**config.mk**
```make
export PLATFORM = sky130hd
export DESIGN_NAME = uart_baud_gen_flat
export DESIGN_NICKNAME = d
export VERILOG_FILES = /design/src/rtl/uart_baud_gen_pkg.sv /design/src/rtl/uart_baud_gen_if.sv /design/src/rtl/uart_baud_gen_chan.sv /design/src/rtl/uart_baud_gen.sv /design/src/flat_wrapper.sv
export SDC_FILE = /design/constraint.sdc
export NUM_CORES = 1
export LEC_CHECK = 0
export BUFFER_PORTS_ARGS = -buffer_cell sky130_fd_sc_hd__buf_2
export CORE_MARGIN = 5
export CORE_UTILIZATION = 38
export CTS_CLUSTER_SIZE = 12
export DETAILED_ROUTE_END_ITERATION = 10
export GPL_ROUTABILITY_DRIVEN = 0
export HOLD_SLACK_MARGIN = 0.03
export PLACE_DENSITY = 0.59
export SLEW_MARGIN = 25
export SYNTH_ARGS = -nofsm -noshare
export SYNTH_HDL_FRONTEND = slang
export SYNTH_HIERARCHICAL = 1
export SYNTH_SLANG_ARGS = --single-unit
```
**constraint.sdc**
```tcl
create_clock -name pclk -period 3 [get_ports pclk]
set_input_delay 0 -clock pclk [delete_from_list [all_inputs] [get_ports pclk]]
set_output_delay 0 -clock pclk [all_outputs]
set_load 0.05 [all_outputs]
```
**src/rtl/uart_baud_gen_pkg.sv**
```systemverilog
// Shared definitions for the UART baud/oversample timing generator.
//   - Default widths for the divisor, fractional divisor and OSR fields.
//   - Legal OSR lower bound and the channel indices used by the top level.
//   - baud_cfg_t: one complete timing configuration at the default widths.
package uart_baud_gen_pkg;

  localparam int DIV_W_DEF   = 16;
  localparam int FRAC_W_DEF  = 4;
  localparam int OSR_W_DEF   = 5;
  localparam int OSR_MAX_DEF = 16;
  localparam int OSR_MIN     = 4;

  localparam int   NUM_CH = 2;
  localparam logic CH_RX  = 1'b0;
  localparam logic CH_TX  = 1'b1;

  typedef struct packed {
    logic [DIV_W_DEF-1:0]  div_int;
    logic [FRAC_W_DEF-1:0] div_frac;
    logic [OSR_W_DEF-1:0]  osr;
  } baud_cfg_t;

endpackage

```
**src/rtl/uart_baud_gen_if.sv**
```systemverilog
// Configuration / strobe bundle between the UART register block and the
// baud generator.
//   master : register block side - drives enable, divisors, osr, sync clears;
//            receives baud_tick, rx_sample_pulse, tx_bit_pulse, cfg_err.
//   slave  : baud generator side (mirror image of master).
interface uart_baud_gen_if
  import uart_baud_gen_pkg::*;
#(
  parameter int DIV_W  = DIV_W_DEF,
  parameter int FRAC_W = FRAC_W_DEF,
  parameter int OSR_W  = OSR_W_DEF
);

  logic              enable;
  logic [DIV_W-1:0]  div_int;
  logic [FRAC_W-1:0] div_frac;
  logic [OSR_W-1:0]  osr;
  logic              rx_sync_clr;
  logic              tx_sync_clr;
  logic              baud_tick;
  logic              rx_sample_pulse;
  logic              tx_bit_pulse;
  logic              cfg_err;

  modport master (
    output enable, div_int, div_frac, osr, rx_sync_clr, tx_sync_clr,
    input  baud_tick, rx_sample_pulse, tx_bit_pulse, cfg_err
  );

  modport slave (
    input  enable, div_int, div_frac, osr, rx_sync_clr, tx_sync_clr,
    output baud_tick, rx_sample_pulse, tx_bit_pulse, cfg_err
  );

endinterface

```
**src/rtl/uart_baud_gen_chan.sv**
```systemverilog
// One timing channel: fractional prescaler plus oversample phase counter.
//   pclk, presetn  : clock, asynchronous active-low reset
//   run_i          : channel may count; when low the channel is held cleared
//   clr_i          : realign; channel is cleared next cycle, no tick this cycle
//   div_int_i      : integer pclk cycles per tick
//   div_frac_i     : fractional extra cycles per tick (1/2^FRAC_W units)
//   osr_i          : ticks per bit
//   tick_o         : combinational tick (last cycle of a prescaler period)
//   ph_o           : phase count before this tick is applied
//   osr_o          : osr captured for the current period
module uart_baud_gen_chan
  import uart_baud_gen_pkg::*;
#(
  parameter int DIV_W  = DIV_W_DEF,
  parameter int FRAC_W = FRAC_W_DEF,
  parameter int OSR_W  = OSR_W_DEF
) (
  input  logic              pclk,
  input  logic              presetn,
  input  logic              run_i,
  input  logic              clr_i,
  input  logic [DIV_W-1:0]  div_int_i,
  input  logic [FRAC_W-1:0] div_frac_i,
  input  logic [OSR_W-1:0]  osr_i,
  output logic              tick_o,
  output logic [OSR_W-1:0]  ph_o,
  output logic [OSR_W-1:0]  osr_o
);

  localparam logic [DIV_W-1:0] CNT_ONE = DIV_W'(1);
  localparam logic [DIV_W:0]   PER_ONE = (DIV_W+1)'(1);
  localparam logic [OSR_W-1:0] OSR_ONE = OSR_W'(1);

  // Period length needs one extra bit: div_int all-ones plus a carry.
  logic [DIV_W-1:0]  cnt_q, cnt_d;
  logic [DIV_W:0]    per_q, per_d;
  logic [FRAC_W-1:0] acc_q, acc_d;
  logic [OSR_W-1:0]  ph_q, ph_d;
  logic [OSR_W-1:0]  osr_q, osr_d;
  logic [FRAC_W:0]   acc_sum;
  logic              tick;

  always_comb begin
    acc_sum = {1'b0, acc_q} + {1'b0, div_frac_i};
    // A legal period is at least 2 cycles, so the tick never lands on the
    // period-start cycle (cnt==0); per_q/osr_q are therefore always current
    // whenever a tick is possible.
    tick  = run_i && !clr_i && (cnt_q != '0) && ({1'b0, cnt_q} == (per_q - PER_ONE));
    cnt_d = cnt_q;
    per_d = per_q;
    acc_d = acc_q;
    ph_d  = ph_q;
    osr_d = osr_q;
    if (!run_i || clr_i) begin
      cnt_d = '0;
      per_d = '0;
      acc_d = '0;
      ph_d  = '0;
      osr_d = '0;
    end else begin
      if (cnt_q == '0) begin
        // Period start: capture configuration and fold in the fraction.
        acc_d = acc_sum[FRAC_W-1:0];
        per_d = {1'b0, div_int_i} + {{DIV_W{1'b0}}, acc_sum[FRAC_W]};
        osr_d = osr_i;
      end
      if (tick) begin
        cnt_d = '0;
        // >= rather than == so a phase left beyond a shrunken osr still wraps.
        ph_d  = (ph_q >= (osr_q - OSR_ONE)) ? '0 : (ph_q + OSR_ONE);
      end else begin
        cnt_d = cnt_q + CNT_ONE;
      end
    end
  end

  always_ff @(posedge pclk or negedge presetn) begin
    if (!presetn) begin
      cnt_q <= '0;
      per_q <= '0;
      acc_q <= '0;
      ph_q  <= '0;
      osr_q <= '0;
    end else begin
      cnt_q <= cnt_d;
      per_q <= per_d;
      acc_q <= acc_d;
      ph_q  <= ph_d;
      osr_q <= osr_d;
    end
  end

  assign tick_o = tick;
  assign ph_o   = ph_q;
  assign osr_o  = osr_q;

endmodule

```
**src/rtl/uart_baud_gen.sv**
```systemverilog
// UART baud/oversample timing generator with independent RX and TX channels.
//   pclk    : core clock, rising edge
//   presetn : asynchronous active-low reset
//   bus     : slave side of uart_baud_gen_if
//             in : enable, div_int, div_frac, osr, rx_sync_clr, tx_sync_clr
//             out: baud_tick (TX oversample tick), rx_sample_pulse (RX mid-bit),
//                  tx_bit_pulse (TX bit boundary), cfg_err (illegal config level)
// All outputs are registered, one cycle after the internal event.
module uart_baud_gen
  import uart_baud_gen_pkg::*;
#(
  parameter int DIV_W   = DIV_W_DEF,
  parameter int FRAC_W  = FRAC_W_DEF,
  parameter int OSR_W   = OSR_W_DEF,
  parameter int OSR_MAX = OSR_MAX_DEF
) (
  input logic            pclk,
  input logic            presetn,
  uart_baud_gen_if.slave bus
);

  localparam logic [DIV_W-1:0] DIV_MIN = DIV_W'(2);
  localparam logic [OSR_W-1:0] OSR_LO  = OSR_W'(OSR_MIN);
  localparam logic [OSR_W-1:0] OSR_HI  = OSR_W'(OSR_MAX);
  localparam logic [OSR_W-1:0] OSR_ONE = OSR_W'(1);

  logic             cfg_err_q, cfg_err_d;
  logic             run;
  logic [1:0]       clr;
  logic [1:0]       tick;
  logic [OSR_W-1:0] ph      [NUM_CH];
  logic [OSR_W-1:0] osr_per [NUM_CH];
  logic             rx_mid, tx_wrap;
  logic             baud_tick_q, rx_sample_q, tx_bit_q;

  assign clr[CH_RX] = bus.rx_sync_clr;
  assign clr[CH_TX] = bus.tx_sync_clr;

  always_comb begin
    cfg_err_d = (bus.div_int < DIV_MIN) || (bus.osr < OSR_LO) ||
                bus.osr[0] || (bus.osr > OSR_HI);
    run       = bus.enable && !cfg_err_q;
    // RX strobe on the tick that advances the phase to osr/2 (mid-bit).
    rx_mid    = tick[CH_RX] && ((ph[CH_RX] + OSR_ONE) == (osr_per[CH_RX] >> 1));
    // TX strobe on the tick that wraps the phase back to 0 (bit boundary).
    tx_wrap   = tick[CH_TX] && (ph[CH_TX] >= (osr_per[CH_TX] - OSR_ONE));
  end

  for (genvar gi = 0; gi < NUM_CH; gi++) begin : g_chan
    uart_baud_gen_chan #(
      .DIV_W  (DIV_W),
      .FRAC_W (FRAC_W),
      .OSR_W  (OSR_W)
    ) u_chan (
      .pclk       (pclk),
      .presetn    (presetn),
      .run_i      (run),
      .clr_i      (clr[gi]),
      .div_int_i  (bus.div_int),
      .div_frac_i (bus.div_frac),
      .osr_i      (bus.osr),
      .tick_o     (tick[gi]),
      .ph_o       (ph[gi]),
      .osr_o      (osr_per[gi])
    );
  end

  always_ff @(posedge pclk or negedge presetn) begin
    if (!presetn) begin
      cfg_err_q   <= 1'b0;
      baud_tick_q <= 1'b0;
      rx_sample_q <= 1'b0;
      tx_bit_q    <= 1'b0;
    end else begin
      cfg_err_q   <= cfg_err_d;
      baud_tick_q <= tick[CH_TX];
      rx_sample_q <= rx_mid;
      tx_bit_q    <= tx_wrap;
    end
  end

  assign bus.baud_tick       = baud_tick_q;
  assign bus.rx_sample_pulse = rx_sample_q;
  assign bus.tx_bit_pulse    = tx_bit_q;
  assign bus.cfg_err         = cfg_err_q;

endmodule
```
**src/flat_wrapper.sv**
```systemverilog
// flat-port wrapper written by rule: the top's interface ports become plain ports
module uart_baud_gen_flat import uart_baud_gen_pkg::*;
#(
  parameter int DIV_W   = DIV_W_DEF,
  parameter int FRAC_W  = FRAC_W_DEF,
  parameter int OSR_W   = OSR_W_DEF,
  parameter int OSR_MAX = OSR_MAX_DEF
)
  (pclk, presetn, bus_enable, bus_div_int, bus_div_frac, bus_osr, bus_rx_sync_clr, bus_tx_sync_clr, bus_baud_tick, bus_rx_sample_pulse, bus_tx_bit_pulse, bus_cfg_err);
  uart_baud_gen_if #(.DIV_W(DIV_W), .FRAC_W(FRAC_W), .OSR_W(OSR_W)) bus_i ();
  input logic pclk;
  input logic presetn;
  input wire logic [$bits(bus_i.enable)-1:0] bus_enable;
  input wire logic [$bits(bus_i.div_int)-1:0] bus_div_int;
  input wire logic [$bits(bus_i.div_frac)-1:0] bus_div_frac;
  input wire logic [$bits(bus_i.osr)-1:0] bus_osr;
  input wire logic [$bits(bus_i.rx_sync_clr)-1:0] bus_rx_sync_clr;
  input wire logic [$bits(bus_i.tx_sync_clr)-1:0] bus_tx_sync_clr;
  output wire logic [$bits(bus_i.baud_tick)-1:0] bus_baud_tick;
  output wire logic [$bits(bus_i.rx_sample_pulse)-1:0] bus_rx_sample_pulse;
  output wire logic [$bits(bus_i.tx_bit_pulse)-1:0] bus_tx_bit_pulse;
  output wire logic [$bits(bus_i.cfg_err)-1:0] bus_cfg_err;
  assign bus_i.enable = bus_enable;
  assign bus_i.div_int = bus_div_int;
  assign bus_i.div_frac = bus_div_frac;
  assign bus_i.osr = bus_osr;
  assign bus_i.rx_sync_clr = bus_rx_sync_clr;
  assign bus_i.tx_sync_clr = bus_tx_sync_clr;
  assign bus_baud_tick = bus_i.baud_tick;
  assign bus_rx_sample_pulse = bus_i.rx_sample_pulse;
  assign bus_tx_bit_pulse = bus_i.tx_bit_pulse;
  assign bus_cfg_err = bus_i.cfg_err;
  uart_baud_gen #(.DIV_W(DIV_W), .FRAC_W(FRAC_W), .OSR_W(OSR_W), .OSR_MAX(OSR_MAX)) u_core (.pclk(pclk), .presetn(presetn), .bus(bus_i));
endmodule
```
==> results.ini <==
[clock_network]
clockBufferDepth=2
clk_pin_slew_ns=0.07
root_buffer=clkbuf_16
clk_latency_ns=0.35
cts_tree=yes
cts_sinks=98
htree_levels=3
cts-buffers-inserted=9
post-cts-setup-buffers=0

[run_status]
outcome=finished, final reports clean

[timing]
rsz0062_at_grt=false
finalSetupViolations=0
fin_setup_tns_ns=0
slew_headroom_pct=38.5
finalCriticalPeriod_ns=2.73
fin_crit_sh_pct=90.9
final_hold_viol_count=0
tightestPinTransition_ns=0.915
max_freq_mhz=367
final_max_slew_viol_count=0
finClkSkew_ns=0.00735

[worst_setup_path]
cp-start-kind=flip-flop
crit_required_ns=3.27
ff2ff_setup_slack_ns=0.27
path_cells=nor4_1, nand4_1, xnor2_1, or4_1, nor2_1, a21boi_1
worstPathMaxFanout=6
end_kind=flip-flop
timing.rr.end=u_core/bus.tx_bit_pulse$_DFF_PN0_
cp_slowest_stage_delay_ns=0.77
worstPathBufferInverterCount=0
r2r_start=u_core/g_chan[1].u_chan/per_q[9]$_DFFE_PN0N_
crit_family=simple AND/OR/NAND/NOR gates
ff2ff_path_depth=6
crit_type=reg -> reg
cpMaxStageDelayCell=nor4_1
arrival_ns=2.99

[route]
post_drt_via_cell_ratio=5.45
drtAntennaViolNets=0
drc_errors=0
drt-total-wl_um=16000
drtIter0Drc=259
wl_per_cell_um=15.3
vias=5685
dr.pass1.iters=4

[placement]
placed_area_um2=7430
port_buffers=33
hpwl_um=11700

[global_routing]
grt_max_degree=99
antenna_found_initial=0
grt_pass1_wl_um=28000
grt_remaining_overflow=0
track_usage_pct=15.7
grt_pass1_vias=5507

[logic_synthesis]
netlist_instances=776
synth_area_um2=7050
synth_common_cells=dfrtp_1, nor2_1, xnor2_1, xor2_1, nand3_1
yosys.area.top_type=dfrtp_1
ys.warnings.count=6
synth-edff-count=0
yosys-top-cells-area=dfrtp_1, ha_1, xnor2_1
synth-seq-cells=98
synth.most_common_cell=dfrtp_1
ys_seq_area_share_pct=34.8
synth_top_area_share_pct=34.8
ys.flop_type=dfrtp_1
avgSynthCellArea_um2=9.08
synth_fp_nets=847
synth_async_sr_flop_share_pct=100
synth.distinct_cells=67

[floorplanning]
core_um2=18100
initial_utilization_pct=39.0
rows=49
die-width_um=146
design.die.area_um2=21400
die_h_um=146
io_pins=34

[cells_and_area]
num_antenna_cells=0
final_cell_area_um2=7900
finalNetCount=880
drive_gt1_share_pct=11.2
syn2layout_area_growth_pct=12.1
fillers=1766

[power_and_ir_drop]
p_clk_share_pct=44.9
pwr-share-comb_pct=10.9
total_power_mw=3.05
netSwitchingFraction_pct=23.7
seq_power_share_pct=44.2
p_sw_mw=0.724
leakagePower_nw=3.55
vdd_drop_max_uv=259
internal_power_mw=2.33
power.density_nw_per_um2=387

[hold_path]
worstHoldEndpoint=u_core/g_chan[1].u_chan/per_q[14]$_DFFE_PN0N_
holdCritPathClass=in -> reg
worstHoldPathCells=3
min_from=bus_div_int[14]

[run]
drv_cap=0

## power by group through the flow
stage | combinational (mW) | clock [mW] | sequential, mW
floorplan | 0.204 | 0 | 1.37
finish | 0.332 | 1.37 | 1.35
detailed placement | 0.324 | 0 | 1.38
CTS | 0.336 | 1.42 | 1.35
global route | 0.375 | 1.47 | 1.35
global placement | 0.320 | 0 | 1.38
## state kept, by name (all words and copies together) (netlist names)
signal and flops:
u_core/bus.tx_bit_pulse 1, u_core/g_chan.u_chan/per_q 34, u_core/g_chan.u_chan/acc_q 8, u_core/bus.cfg_err 1, u_core/bus.baud_tick 1, u_core/g_chan.u_chan/ph_o 10
u_core/g_chan.u_chan/cnt_q 32, u_core/g_chan.u_chan/osr_o 10, u_core/bus.rx_sample_pulse 1
## layer usage
metal / part of all wire, % / global-route usage (%) / up-vias
met5: 0 / 0 / -
met4: 1.4 / 5.17 / 0
met3: 4.8 / 2.82 / 11
met2: 42 / 22.5 / 95
met1: 52 / 23.6 / 2741
li1: - / - / 2838
## worst reg2reg max path: stages, from the launching register on
cell	delay (ns)
dfrtp_1	0.42
nor4_1	0.77
nand4_1	0.20
xnor2_1	0.21
or4_1	0.60
nor2_1	0.21
a21boi_1	0.22
## placed cells by master, fill, tap and decap left out, drive strengths merged, types with 8 or more instances in the layout
master       instances
xnor2               54
a21o                15
o31ai                8
and3                19
ha                  39
nor4                18
nor2b               12
nand4               28
nand2b              11
a21oi               16
buf                 49
nand3               44
dlygate4sd3         11
inv                 38
nand2               40
mux2i               16
a211oi              21
o21ai               27
nor3                15
dfrtp               98
xor2                54
clkbuf              12
a22o                 9
nor2                90
## per-stage QoR
stage,setup WS (ns),hold WS [ns],std cells,util (%)
detailed placement,0.297,0.107,1016,41.1
floorplan,0.352,-0.296,776,-
finish,0.272,0.0486,1043,43.7
CTS,0.271,0.0326,1043,43.7
global route,0.0587,0.0572,1043,43.7
global placement,0.336,0.101,1016,41.1
## what timing repair did
item	in CTS	in global routing
endpoints found under the hold margin	115	0
resized for setup	0	1
endpoints found under the setup margin	0	22
hold buffers	11	0
## worst max path at each step
stage	start	to	slack, ns	depth (start not counted)
6_report	u_core/g_chan[1].u_chan/per_q[9]$_DFFE_PN0N_	u_core/bus.tx_bit_pulse$_DFF_PN0_	0.27	6
3_5_place_dp	u_core/g_chan[0].u_chan/per_q[0]$_DFFE_PN0N_	u_core/g_chan[0].u_chan/ph_o[3]$_DFFE_PN0P_	0.30	9
5_1_grt	u_core/g_chan[0].u_chan/per_q[0]$_DFFE_PN0N_	u_core/g_chan[0].u_chan/ph_o[3]$_DFFE_PN0P_	0.06	9
3_3_place_gp	u_core/g_chan[0].u_chan/per_q[0]$_DFFE_PN0N_	u_core/g_chan[0].u_chan/ph_o[3]$_DFFE_PN0P_	0.34	9
4_1_cts	u_core/g_chan[0].u_chan/per_q[0]$_DFFE_PN0N_	u_core/g_chan[0].u_chan/ph_o[3]$_DFFE_PN0P_	0.27	9
2_1_floorplan	u_core/g_chan[1].u_chan/per_q[3]$_DFFE_PN0N_	u_core/g_chan[1].u_chan/cnt_q[9]$_DFF_PN0_	0.35	10
## cell type report
| type | count | area, µm² | share of cell area [%] |
|---|---|---|---|
| Clock buffer | 12 | 256 | 3.25 |
| Clock inverter | 4 | 97.6 | 1.24 |
| Inverter | 38 | 143 | 1.81 |
| Multi-Input combinational cell | 602 | 4250 | 53.8 |
| Sequential cell | 98 | 2450 | 31.1 |
| Tap cell | 229 | 287 | 3.63 |
| Timing Repair Buffer | 60 | 410 | 5.20 |
## cell families after synthesis
group | synth area share [%]
simple gates | 23.0
compound gates | 13.8
xor+xnor | 13.4
flops | 34.8
buf+inv | 5.01
fa+ha+maj | 7.49
mux | 2.43
Note: power is estimated with default switching activity, not from simulation.
